`config.mk`:
```
export PLATFORM = sky130hd
export DESIGN_NAME = tcp_tx_arbiter
export DESIGN_NICKNAME = d
export VERILOG_FILES = /design/src/rtl/tcp_tx_arbiter.sv
export SDC_FILE = /design/constraint.sdc
export NUM_CORES = 1
export LEC_CHECK = 0
export ABC_AREA = 1
export ABC_CLOCK_PERIOD_IN_PS = 2100
export CORE_AREA = 2 2 324 326
export CTS_CLUSTER_DIAMETER = 30
export DETAILED_ROUTE_END_ITERATION = 8
export DIE_AREA = 0 0 326 328
export PLACE_DENSITY_LB_ADDON = 0.1
export SLEW_MARGIN = 15
export SYNTH_ARGS = -nofsm -noshare
export SYNTH_HDL_FRONTEND = slang
export SYNTH_SLANG_ARGS = --single-unit
```
`constraint.sdc`:
```
create_clock -name i_clk -period 2.1 [get_ports i_clk]
set_input_delay 0.42 -clock i_clk [delete_from_list [all_inputs] [get_ports i_clk]]
set_output_delay 0.42 -clock i_clk [all_outputs]
set_load 0.05 [all_outputs]
```
`src/rtl/tcp_tx_arbiter.sv`:
```
// Arbitrates NUM_SOCKETS TCP transmit engines onto one packet generator: latch header, strobe, stream payload.
// Define TCP_TX_ARB_STRICT_PRIO_EN for fixed lowest-index-wins priority instead of round-robin.
module tcp_tx_arbiter #(
  parameter int NUM_SOCKETS = 4,
  parameter int DATA_WIDTH  = 8
) (
  input  logic                              i_clk,
  input  logic                              i_rst,
  input  logic [NUM_SOCKETS-1:0]            i_req,
  input  logic [NUM_SOCKETS-1:0]            i_has_payload,
  input  logic [32*NUM_SOCKETS-1:0]         i_seq_number,
  input  logic [32*NUM_SOCKETS-1:0]         i_ack_number,
  input  logic [16*NUM_SOCKETS-1:0]         i_source_port,
  input  logic [16*NUM_SOCKETS-1:0]         i_dest_port,
  input  logic [8*NUM_SOCKETS-1:0]          i_flags,
  input  logic [16*NUM_SOCKETS-1:0]         i_window_size,
  input  logic [32*NUM_SOCKETS-1:0]         i_dst_ip,
  input  logic [DATA_WIDTH*NUM_SOCKETS-1:0] s_axis_tdata,
  input  logic [NUM_SOCKETS-1:0]            s_axis_tvalid,
  input  logic [NUM_SOCKETS-1:0]            s_axis_tlast,
  output logic [NUM_SOCKETS-1:0]            s_axis_tready,
  output logic [NUM_SOCKETS-1:0]            o_grant,
  output logic [NUM_SOCKETS-1:0]            o_done,
  output logic                              o_busy,
  output logic [31:0]                       o_seq_number,
  output logic [31:0]                       o_ack_number,
  output logic [15:0]                       o_source_port,
  output logic [15:0]                       o_dest_port,
  output logic [7:0]                        o_flags,
  output logic [15:0]                       o_window_size,
  output logic [31:0]                       o_dst_ip,
  output logic                              o_hdr_valid,
  output logic [DATA_WIDTH-1:0]             m_axis_tdata,
  output logic                              m_axis_tvalid,
  output logic                              m_axis_tlast,
  input  logic                              m_axis_tready,
  output logic [1:0]                        dbg_state
);

  localparam int IW = (NUM_SOCKETS > 1) ? $clog2(NUM_SOCKETS) : 1;
  localparam logic [1:0] ST_IDLE = 2'd0;
  localparam logic [1:0] ST_HDR  = 2'd1;
  localparam logic [1:0] ST_DATA = 2'd2;
  localparam logic [1:0] ST_DONE = 2'd3;
  localparam logic [NUM_SOCKETS-1:0] ONE_HOT0 = NUM_SOCKETS'(1);

  // AXIS handshake: a payload beat moves when the granted socket's tvalid and the
  // generator's tready are both high in DATA; tready is never a function of tvalid.
  logic [1:0]    state;
  logic [IW-1:0] idx;
  logic          has_pl;
  logic          found;
  logic [IW-1:0] winner;
  logic          last_beat;

`ifdef TCP_TX_ARB_STRICT_PRIO_EN
  always_comb begin
    found  = 1'b0;
    winner = '0;
    for (int i = 0; i < NUM_SOCKETS; i++) begin
      if (!found && i_req[i]) begin
        found  = 1'b1;
        winner = IW'(i);
      end
    end
  end
`else
  logic [IW-1:0] ptr;
  int            cand;

  // Search begins at the pointer and wraps, so the last served socket goes to the back.
  always_comb begin
    found  = 1'b0;
    winner = '0;
    cand   = 0;
    for (int i = 0; i < NUM_SOCKETS; i++) begin
      cand = int'(ptr) + i;
      if (cand >= NUM_SOCKETS) cand = cand - NUM_SOCKETS;
      if (!found && i_req[cand[IW-1:0]]) begin
        found  = 1'b1;
        winner = cand[IW-1:0];
      end
    end
  end
`endif

  assign last_beat = s_axis_tvalid[idx] && m_axis_tready && s_axis_tlast[idx];

  always_ff @(posedge i_clk) begin
    if (i_rst) begin
      state         <= ST_IDLE;
      idx           <= '0;
      has_pl        <= 1'b0;
      o_grant       <= '0;
      o_seq_number  <= '0;
      o_ack_number  <= '0;
      o_source_port <= '0;
      o_dest_port   <= '0;
      o_flags       <= '0;
      o_window_size <= '0;
      o_dst_ip      <= '0;
`ifndef TCP_TX_ARB_STRICT_PRIO_EN
      ptr           <= '0;
`endif
    end else begin
      case (state)
        ST_IDLE: begin
          if (found) begin
            o_seq_number  <= i_seq_number[32*winner +: 32];
            o_ack_number  <= i_ack_number[32*winner +: 32];
            o_source_port <= i_source_port[16*winner +: 16];
            o_dest_port   <= i_dest_port[16*winner +: 16];
            o_flags       <= i_flags[8*winner +: 8];
            o_window_size <= i_window_size[16*winner +: 16];
            o_dst_ip      <= i_dst_ip[32*winner +: 32];
            o_grant       <= ONE_HOT0 << winner;
            idx           <= winner;
            has_pl        <= i_has_payload[winner];
            state         <= ST_HDR;
          end
        end
        ST_HDR:  state <= has_pl ? ST_DATA : ST_DONE;
        ST_DATA: if (last_beat) state <= ST_DONE;
        ST_DONE: begin
          o_grant <= '0;
`ifndef TCP_TX_ARB_STRICT_PRIO_EN
          ptr <= (idx == IW'(NUM_SOCKETS - 1)) ? '0 : idx + 1'b1;
`endif
          state   <= ST_IDLE;
        end
        default: state <= ST_IDLE;
      endcase
    end
  end

  always_comb begin
    s_axis_tready = '0;
    o_done        = '0;
    m_axis_tdata  = '0;
    m_axis_tvalid = 1'b0;
    m_axis_tlast  = 1'b0;
    if (state == ST_DATA) begin
      m_axis_tdata       = s_axis_tdata[DATA_WIDTH*idx +: DATA_WIDTH];
      m_axis_tvalid      = s_axis_tvalid[idx];
      m_axis_tlast       = s_axis_tlast[idx];
      s_axis_tready[idx] = m_axis_tready;
    end
    if (state == ST_DONE) o_done[idx] = 1'b1;
  end

  assign o_busy      = (state != ST_IDLE);
  assign o_hdr_valid = (state == ST_HDR);
  assign dbg_state   = state;

endmodule

```
==> results of run 1 <==
through the flow:
step	setup TNS (ps)	hold slack, ps	setup slack, ps
global route	-49690	222	-365
global placement	-110070	493	-856
finish	-29210	235	-271
detailed placement	-109320	488	-878
CTS	-38140	181	-289
floorplan	-28.0	495	-28.0
cells in the mapped netlist:
cell | number | share of area (%)
o21ai_1 | 39 | 1.6
clkbuf_1 | 65 | 2.0
clkinv_1 | 1 | 0.031
buf_2 | 74 | 3.1
a21oi_1 | 21 | 0.88
dfxtp_1 | 163 | 27
a211oi_1 | 1 | 0.063
nor2_4 | 2 | 0.19
buf_1 | 12 | 0.38
nand3_1 | 489 | 20
nand2_2 | 2 | 0.10
inv_2 | 7 | 0.22
a32oi_1 | 2 | 0.15
nand4_1 | 1 | 0.052
nor2_2 | 2 | 0.10
o21ai_0 | 70 | 2.9
buf_4 | 21 | 1.3
nor2_1 | 349 | 11
nand2_4 | 2 | 0.19
nand2_1 | 763 | 24
buf_6 | 2 | 0.19
nand3_2 | 3 | 0.25
inv_1 | 91 | 2.8
ha_1 | 9 | 0.94
per-layer routing:
metal | wire, um | up-vias | global-route usage [%] | part of all wire (%)
met5 | 67 | - | 0 | 0.068
met4 | 2180 | 10 | 5.02 | 2.2
met3 | 4970 | 86 | 4.18 | 5.1
met2 | 49800 | 469 | 29.7 | 51
met1 | 41200 | 8274 | 19.7 | 42
li1 | - | 8958 | - | -
power by group:
part	switching [mW]	internal [mW]	total, mW
combinational	22.9	15.6	38.5
sequential	1.06	4.77	5.83
clock	1.74	1.66	3.40
total	25.7	22.0	47.7
registers in the layout, summed over array words and instances, names as in the netlist:
signal         count
o_ack_number      32
o_dst_ip          32
o_seq_number      32
o_dest_port       16
o_source_port     16
o_window_size     16
o_flags            8
o_grant            4
dbg_state          2
idx                2
ptr                2
has_pl             1
path summary, 6_finish.rpt:
kind	endpoint	cells past startpoint	slack, ps	from
worst max register to register	o_dst_ip[1]	19	-270	ptr[0]
worst max-delay path	o_dst_ip[1]	19	-270	ptr[0]
worst min register to register	o_grant[2]	2	490	o_grant[2]
worst min-delay path	o_window_size[7]	4	230	i_rst
repair_timing:
action | CTS | global route
setup endpoints to repair | 252 | 254
buffers inserted | 23 | 40
pin swaps | 35 | 161
gates cloned | 12 | 36
gates resized for setup | 192 | 583
worst reg2reg max path: stages, from the launching register on:
cell	delay, ps
dfxtp_4	370
buf_12	140
buf_8	130
nand2_4	60
nand2_4	50
nand2_2	60
nand2_2	70
buf_6	140
inv_8	60
nand3_4	70
nand2_4	90
nand2_8	90
nor2_4	190
buf_12	190
buf_12	160
clkbuf_16	160
nand2_2	50
nand3_2	100
nor2_1	50
nor2_1	90
layout make-up:
type                            count  area [sq um]  area share (%)
Clock inverter                     15           146           0.524
Timing Repair Buffer             1111         12300            44.2
Inverter                           99           439            1.57
Sequential cell                   163          3280            11.7
Multi-Input combinational cell   1755          9480            33.9
Antenna cell                       12          30.0           0.107
Tap cell                         1380          1730            6.18
Timing Repair inverter              5          71.3           0.255
Clock buffer                       17           425            1.52
cell families (layout without fill, tap and decap cells):
| kind of cell | count (synthesis) | in the layout | share of synthesized area (%) |
|---|---|---|---|
| other cells | 0 | 12 | 0 |
| simple gates | 1613 | 1613 | 56.1 |
| flops | 163 | 163 | 27.2 |
| fa+ha+maj | 9 | 9 | 0.939 |
| compound gates | 133 | 133 | 5.64 |
| buf+inv | 273 | 1247 | 10.1 |
==> flow_metrics.tcl, run 1 <==
set metrics [dict create \
    status "complete, but fails checks" \
    violations "negative setup slack" \
    clkTransAtPathRegs_ps 80 \
    start_util_pct 11.6 \
    max_stage_delay_ps 370 \
    clock_latency_ps 510 \
    grt_use_total_pct 16.7 \
    hold_violations 0 \
    fp.dieW_um 326 \
    max-slew-margin-rel_pct 61.3 \
    arrival_ps 2810 \
    io_buffers 836 \
    drt-pass1-iter-count 5 \
    place_inst 4409 \
    first_global_vias 18000 \
    die_area_sq_mm 0.107 \
    setup_slack_ps -271 \
    hold_path.class "in2reg" \
    path_cells "buf_12 > buf_8 > nand2_4 > nand2_4 > nand2_2 > nand2_2 > buf_6 > inv_8 > nand3_4 > nand2_4 > nand2_8 > nor2_4 > buf_12 > buf_12 > clkbuf_16 > nand2_2 > nand3_2 > nor2_1 > nor2_1" \
    grt_max_degree 91 \
    ys_ff_latch 163 \
    routed_via_density 3.91 \
    globalRouteOverflowTotal 0 \
    detailedPlacementHpwl_um 71800 \
    clock_skew_ps 16.9 \
    postLayoutCellArea_sq_mm 0.0279 \
    slew_viol_final 0 \
    io_pins 837 \
    total_power_mw 47.7 \
    rows 118 \
    cts-root-buf "clkbuf_16" \
    crit_fanout 6 \
    ys_seq_area_share_pct 27.2 \
    netlist_instances 2191 \
    antenna_found_initial 17 \
    start_kind "flop" \
    gp_congestion 0.824 \
    crit_family "buffers and inverters" \
    drt_iter0_markers 727 \
    fp.coreArea_sq_mm 0.103 \
    drtAntennaViolNets 0 \
    fin_util_pct 27.1 \
    cts.hold.buffers_added 0 \
    worst_setup_path_end_kind "flop" \
    finalCritPeriodShare_pct 113 \
    rsz0062_at_grt "true" \
    crit_buf_inv 7 \
    dr_total_vias 17800 \
    fill_cells 11400 \
    fin_nets 3820 \
    htreeDepth 4 \
    drive_gt1_share_pct 26.2 \
    cts_tree "built" \
    period_minus_slack_ps 2370 \
    power_density_mw_per_mm2 1710 \
    routed_wl_um 98200 \
    die_h_um 328 \
    syn_avg_cell_area_sq_um 5.47 \
    layout_commonest_cell "clkdlybuf4s50_1" \
    layout_common_cells "clkdlybuf4s50_1 (654), nand2_1 (653), nand3_1 (364), nor2_1 (247), buf_4 (195)" \
    leakage_nw 13.5 \
    cts-buffers-inserted 17 \
    worstSetupPathType "reg2reg" \
    critPathRequiredTime_ps 2540 \
    syn-num-nets 2859 \
    peakVddDrop_uv 634 \
    clkSinkCount 163 \
    synth_cell_type_count 24 \
    cp_slowest_cell "dfxtp_4" \
    clock_path_buffers 2 \
    tightest_slew_ps 580 \
    dpl_cell_area_sq_mm 0.0230 \
    area_growth_pct 133 \
    detail_route.wl_per_cell_um 21.6 \
    yosys_warnings 0 \
    max_cap_violations 0 \
    drc_errors 0 \
    fin_cells 4557 \
    grt_pass1_wl_um 129000 \
    netlist_area_sq_mm 0.0120 \
    finalSetupViolations 160 \
    max_freq_mhz 422 \
]
(Power assumes the default switching activity.)
==> inputs of run 2 (changes only) <==
--- a/config.mk
+++ b/config.mk
@@ -7,10 +7,11 @@
 export LEC_CHECK = 0
 export ABC_AREA = 1
 export ABC_CLOCK_PERIOD_IN_PS = 2100
-export CORE_AREA = 2 2 324 326
+export CORE_AREA = 2 2 322 324
 export CTS_CLUSTER_DIAMETER = 30
 export DETAILED_ROUTE_END_ITERATION = 8
-export DIE_AREA = 0 0 326 328
+export DIE_AREA = 0 0 324 326
+export DONT_BUFFER_PORTS = 1
 export PLACE_DENSITY_LB_ADDON = 0.1
 export SLEW_MARGIN = 15
 export SYNTH_ARGS = -nofsm -noshare
==> run 2 against run 1 <==
  * The flow still finishes with violations (negative setup slack)
  * Non-clock buffer count fell by 827
  * Sequential share of layout area grew 4.9 points
  * Global-route usage down 1.0 points
  * Clock power is 4% higher
  * Critical path type unchanged
  * Critical endpoint is now has_pl
  * Largest cell class is now multi-input gates
  * Utilization is 7.9 points lower
  * Maximum frequency shrank 0.19%
  * Combinational power fell by 24%
  * Sequential power up 100%
  * Cell area shrank 29%
==> flow_metrics.tcl, run 2 (same netlist as run 1, synthesis figures left out) <==
set metrics [dict create \
    worst_setup_path_end_kind "flop" \
    hold_end "o_dst_ip[8]" \
    multi_input_area_sq_mm 0.00900 \
    hold_path.class "in2reg" \
    htreeDepth 4 \
    drive_gt1_share_pct 28.1 \
    violations "negative setup slack" \
    r2r_start "ptr[0]" \
    dr_total_vias 15500 \
    path_cells "buf_6 > nand2_2 > nand2_2 > nand2_2 > nand2_4 > buf_6 > nand4_1 > nand3_4 > buf_12 > clkinv_16 > buf_12 > buf_4 > nand3_1 > nand3_2 > nor2_4 > nor2_2" \
    fin_cells 3719 \
    io_pins 837 \
    peakVddDrop_uv 695 \
    crit_family "simple AND/OR/NAND/NOR gates" \
    grt_max_degree 71 \
    period_minus_slack_ps 2380 \
    clock_skew_ps 21.1 \
    status "complete, but fails checks" \
    wl_met3_um 7620 \
    reg2reg_slack_ps -280 \
    hp-start "i_rst" \
    die_h_um 326 \
    routed_via_density 4.18 \
    die_area_sq_mm 0.106 \
    clock_latency_ps 510 \
    rows 118 \
    globalRouteOverflowTotal 0 \
    wl_met1_um 36000 \
    io_buffers 0 \
    power_density_mw_per_mm2 2260 \
    layout_common_cells "nand2_1 (619), nand3_1 (398), nor2_1 (291), dfxtp_1 (158), nand2_2 (107)" \
    clock_path_buffers 2 \
    max_stage_delay_ps 420 \
    dr_wl_met2_um 42200 \
    cts-root-buf "clkbuf_16" \
    tightest_slew_ps 692 \
    fp.coreArea_sq_mm 0.103 \
    routed_wl_um 88600 \
    clkTransAtPathRegs_ps 80 \
    start_kind "flop" \
    setup_slack_ps -275 \
    fin_nets 2989 \
    hold_violations 0 \
    first_global_vias 15500 \
    detailedPlacementHpwl_um 57900 \
    leakage_nw 9.12 \
    cts_tree "built" \
    path_common_cell "nand2_2" \
    drtAntennaViolNets 0 \
    start_util_pct 11.7 \
    rsz0062_at_grt "true" \
    grt_pass1_wl_um 117000 \
    cts-buffers-inserted 17 \
    grt_use_total_pct 15.7 \
    finalCritPeriodShare_pct 113 \
    area_growth_pct 64.4 \
    finalSetupViolations 170 \
    arrival_ps 2780 \
    r2r-end "has_pl" \
    max_cap_violations 0 \
    fill_cells 11700 \
    cp_slowest_cell "dfxtp_4" \
    crit_fanout 12 \
    antenna_found_initial 13 \
    drt-pass1-iter-count 7 \
    drc_errors 0 \
    max_freq_mhz 421 \
    dr.max_layer_used "met5" \
    total_power_mw 44.6 \
    min_path_cells 3 \
    critPathRequiredTime_ps 2500 \
    largestRegisters "o_ack_number (32), o_dst_ip (32), o_seq_number (32)" \
    place_inst 3545 \
    register_area_sq_mm 0.00328 \
    gp_congestion 0.891 \
    worstSetupPathType "reg2reg" \
    fp.dieW_um 324 \
    detail_route.wl_per_cell_um 23.8 \
    drt_iter0_markers 1062 \
    crit_buf_inv 6 \
    slew_viol_final 0 \
    rr_worst_depth 16 \
    clkSinkCount 163 \
    layout_commonest_cell "nand2_1" \
    max-slew-margin-rel_pct 53.8 \
]
## run 2: cell count changes in the layout (fill, tap and decap cells not counted), sizes merged, moves of 9 or more
cell / before / now
clkbuf: 44 / 34
dlymetal6s2s: 77 / 0
clkdlybuf4s50: 654 / 0
buf: 352 / 264
inv: 108 / 99
## run 2: worst reg2reg max path, delay by kind of cell, from the launching register on
kind / cells / cell delay, ps
buffers and inverters: 6 / 810
and+or+nand+nor: 10 / 1050
DFF: 1 / 420
## run 2: metal layers
layer	track usage, %	vias up
met4	5.97	8
met5	0	-
met1	18.3	7367
met2	25.9	705
li1	-	7318
met3	5.92	134
## run 2: how the worst max path moves through the flow
stage                       from         endpoint  slack (ps)  depth (start not counted)
after global routing      ptr[0]      o_dst_ip[1]        -410                         18
after global placement    ptr[0]           has_pl        -540                         16
after detailed placement  ptr[0]           has_pl        -540                         16
after floorplan           idx[0]  m_axis_tdata[6]         -30                          6
final                     ptr[0]           has_pl        -280                         16
after CTS                 idx[0]  m_axis_tdata[2]        -260                          5
## run 2: what timing repair did
item	in CTS	in global routing
hold endpoints to repair	5	0
gates resized for setup	402	193
hold buffers	1	0
pin swaps	79	84
setup endpoints to repair	178	178
gates cloned	56	12
buffers inserted	60	20
## run 2: layout make-up
| class | instances | share of cell area, % |
|---|---|---|
| Timing Repair Buffer | 284 | 23.6 |
| Sequential cell | 163 | 16.6 |
| Timing Repair inverter | 1 | 0.0317 |
| Tap cell | 1380 | 8.76 |
| Antenna cell | 5 | 0.0635 |
| Inverter | 99 | 2.16 |
| Clock inverter | 10 | 0.616 |
| Clock buffer | 22 | 2.46 |
| Multi-Input combinational cell | 1755 | 45.7 |
## run 2: through the flow
step / util (%) / cell area (sq um) / setup TNS (ps) / setup WS (ps) / hold slack [ps]
2_1_floorplan: - / 12100 / -28.0 / -28.0 / 495
3_5_place_dp: 14.2 / 14600 / -45160 / -541 / 487
3_3_place_gp: 14.2 / 14600 / -41410 / -540 / 501
5_1_grt: 19.2 / 19700 / -47200 / -405 / 67.8
4_1_cts: 18.3 / 18800 / -24630 / -256 / 37.5
6_report: 19.2 / 19700 / -25330 / -275 / 105
## run 2: where the power goes
group	total [mW]	switching, mW	internal (mW)
Clock	3.52	1.64	1.88
Sequential	11.8	7.00	4.76
Combinational	29.3	16.4	12.9
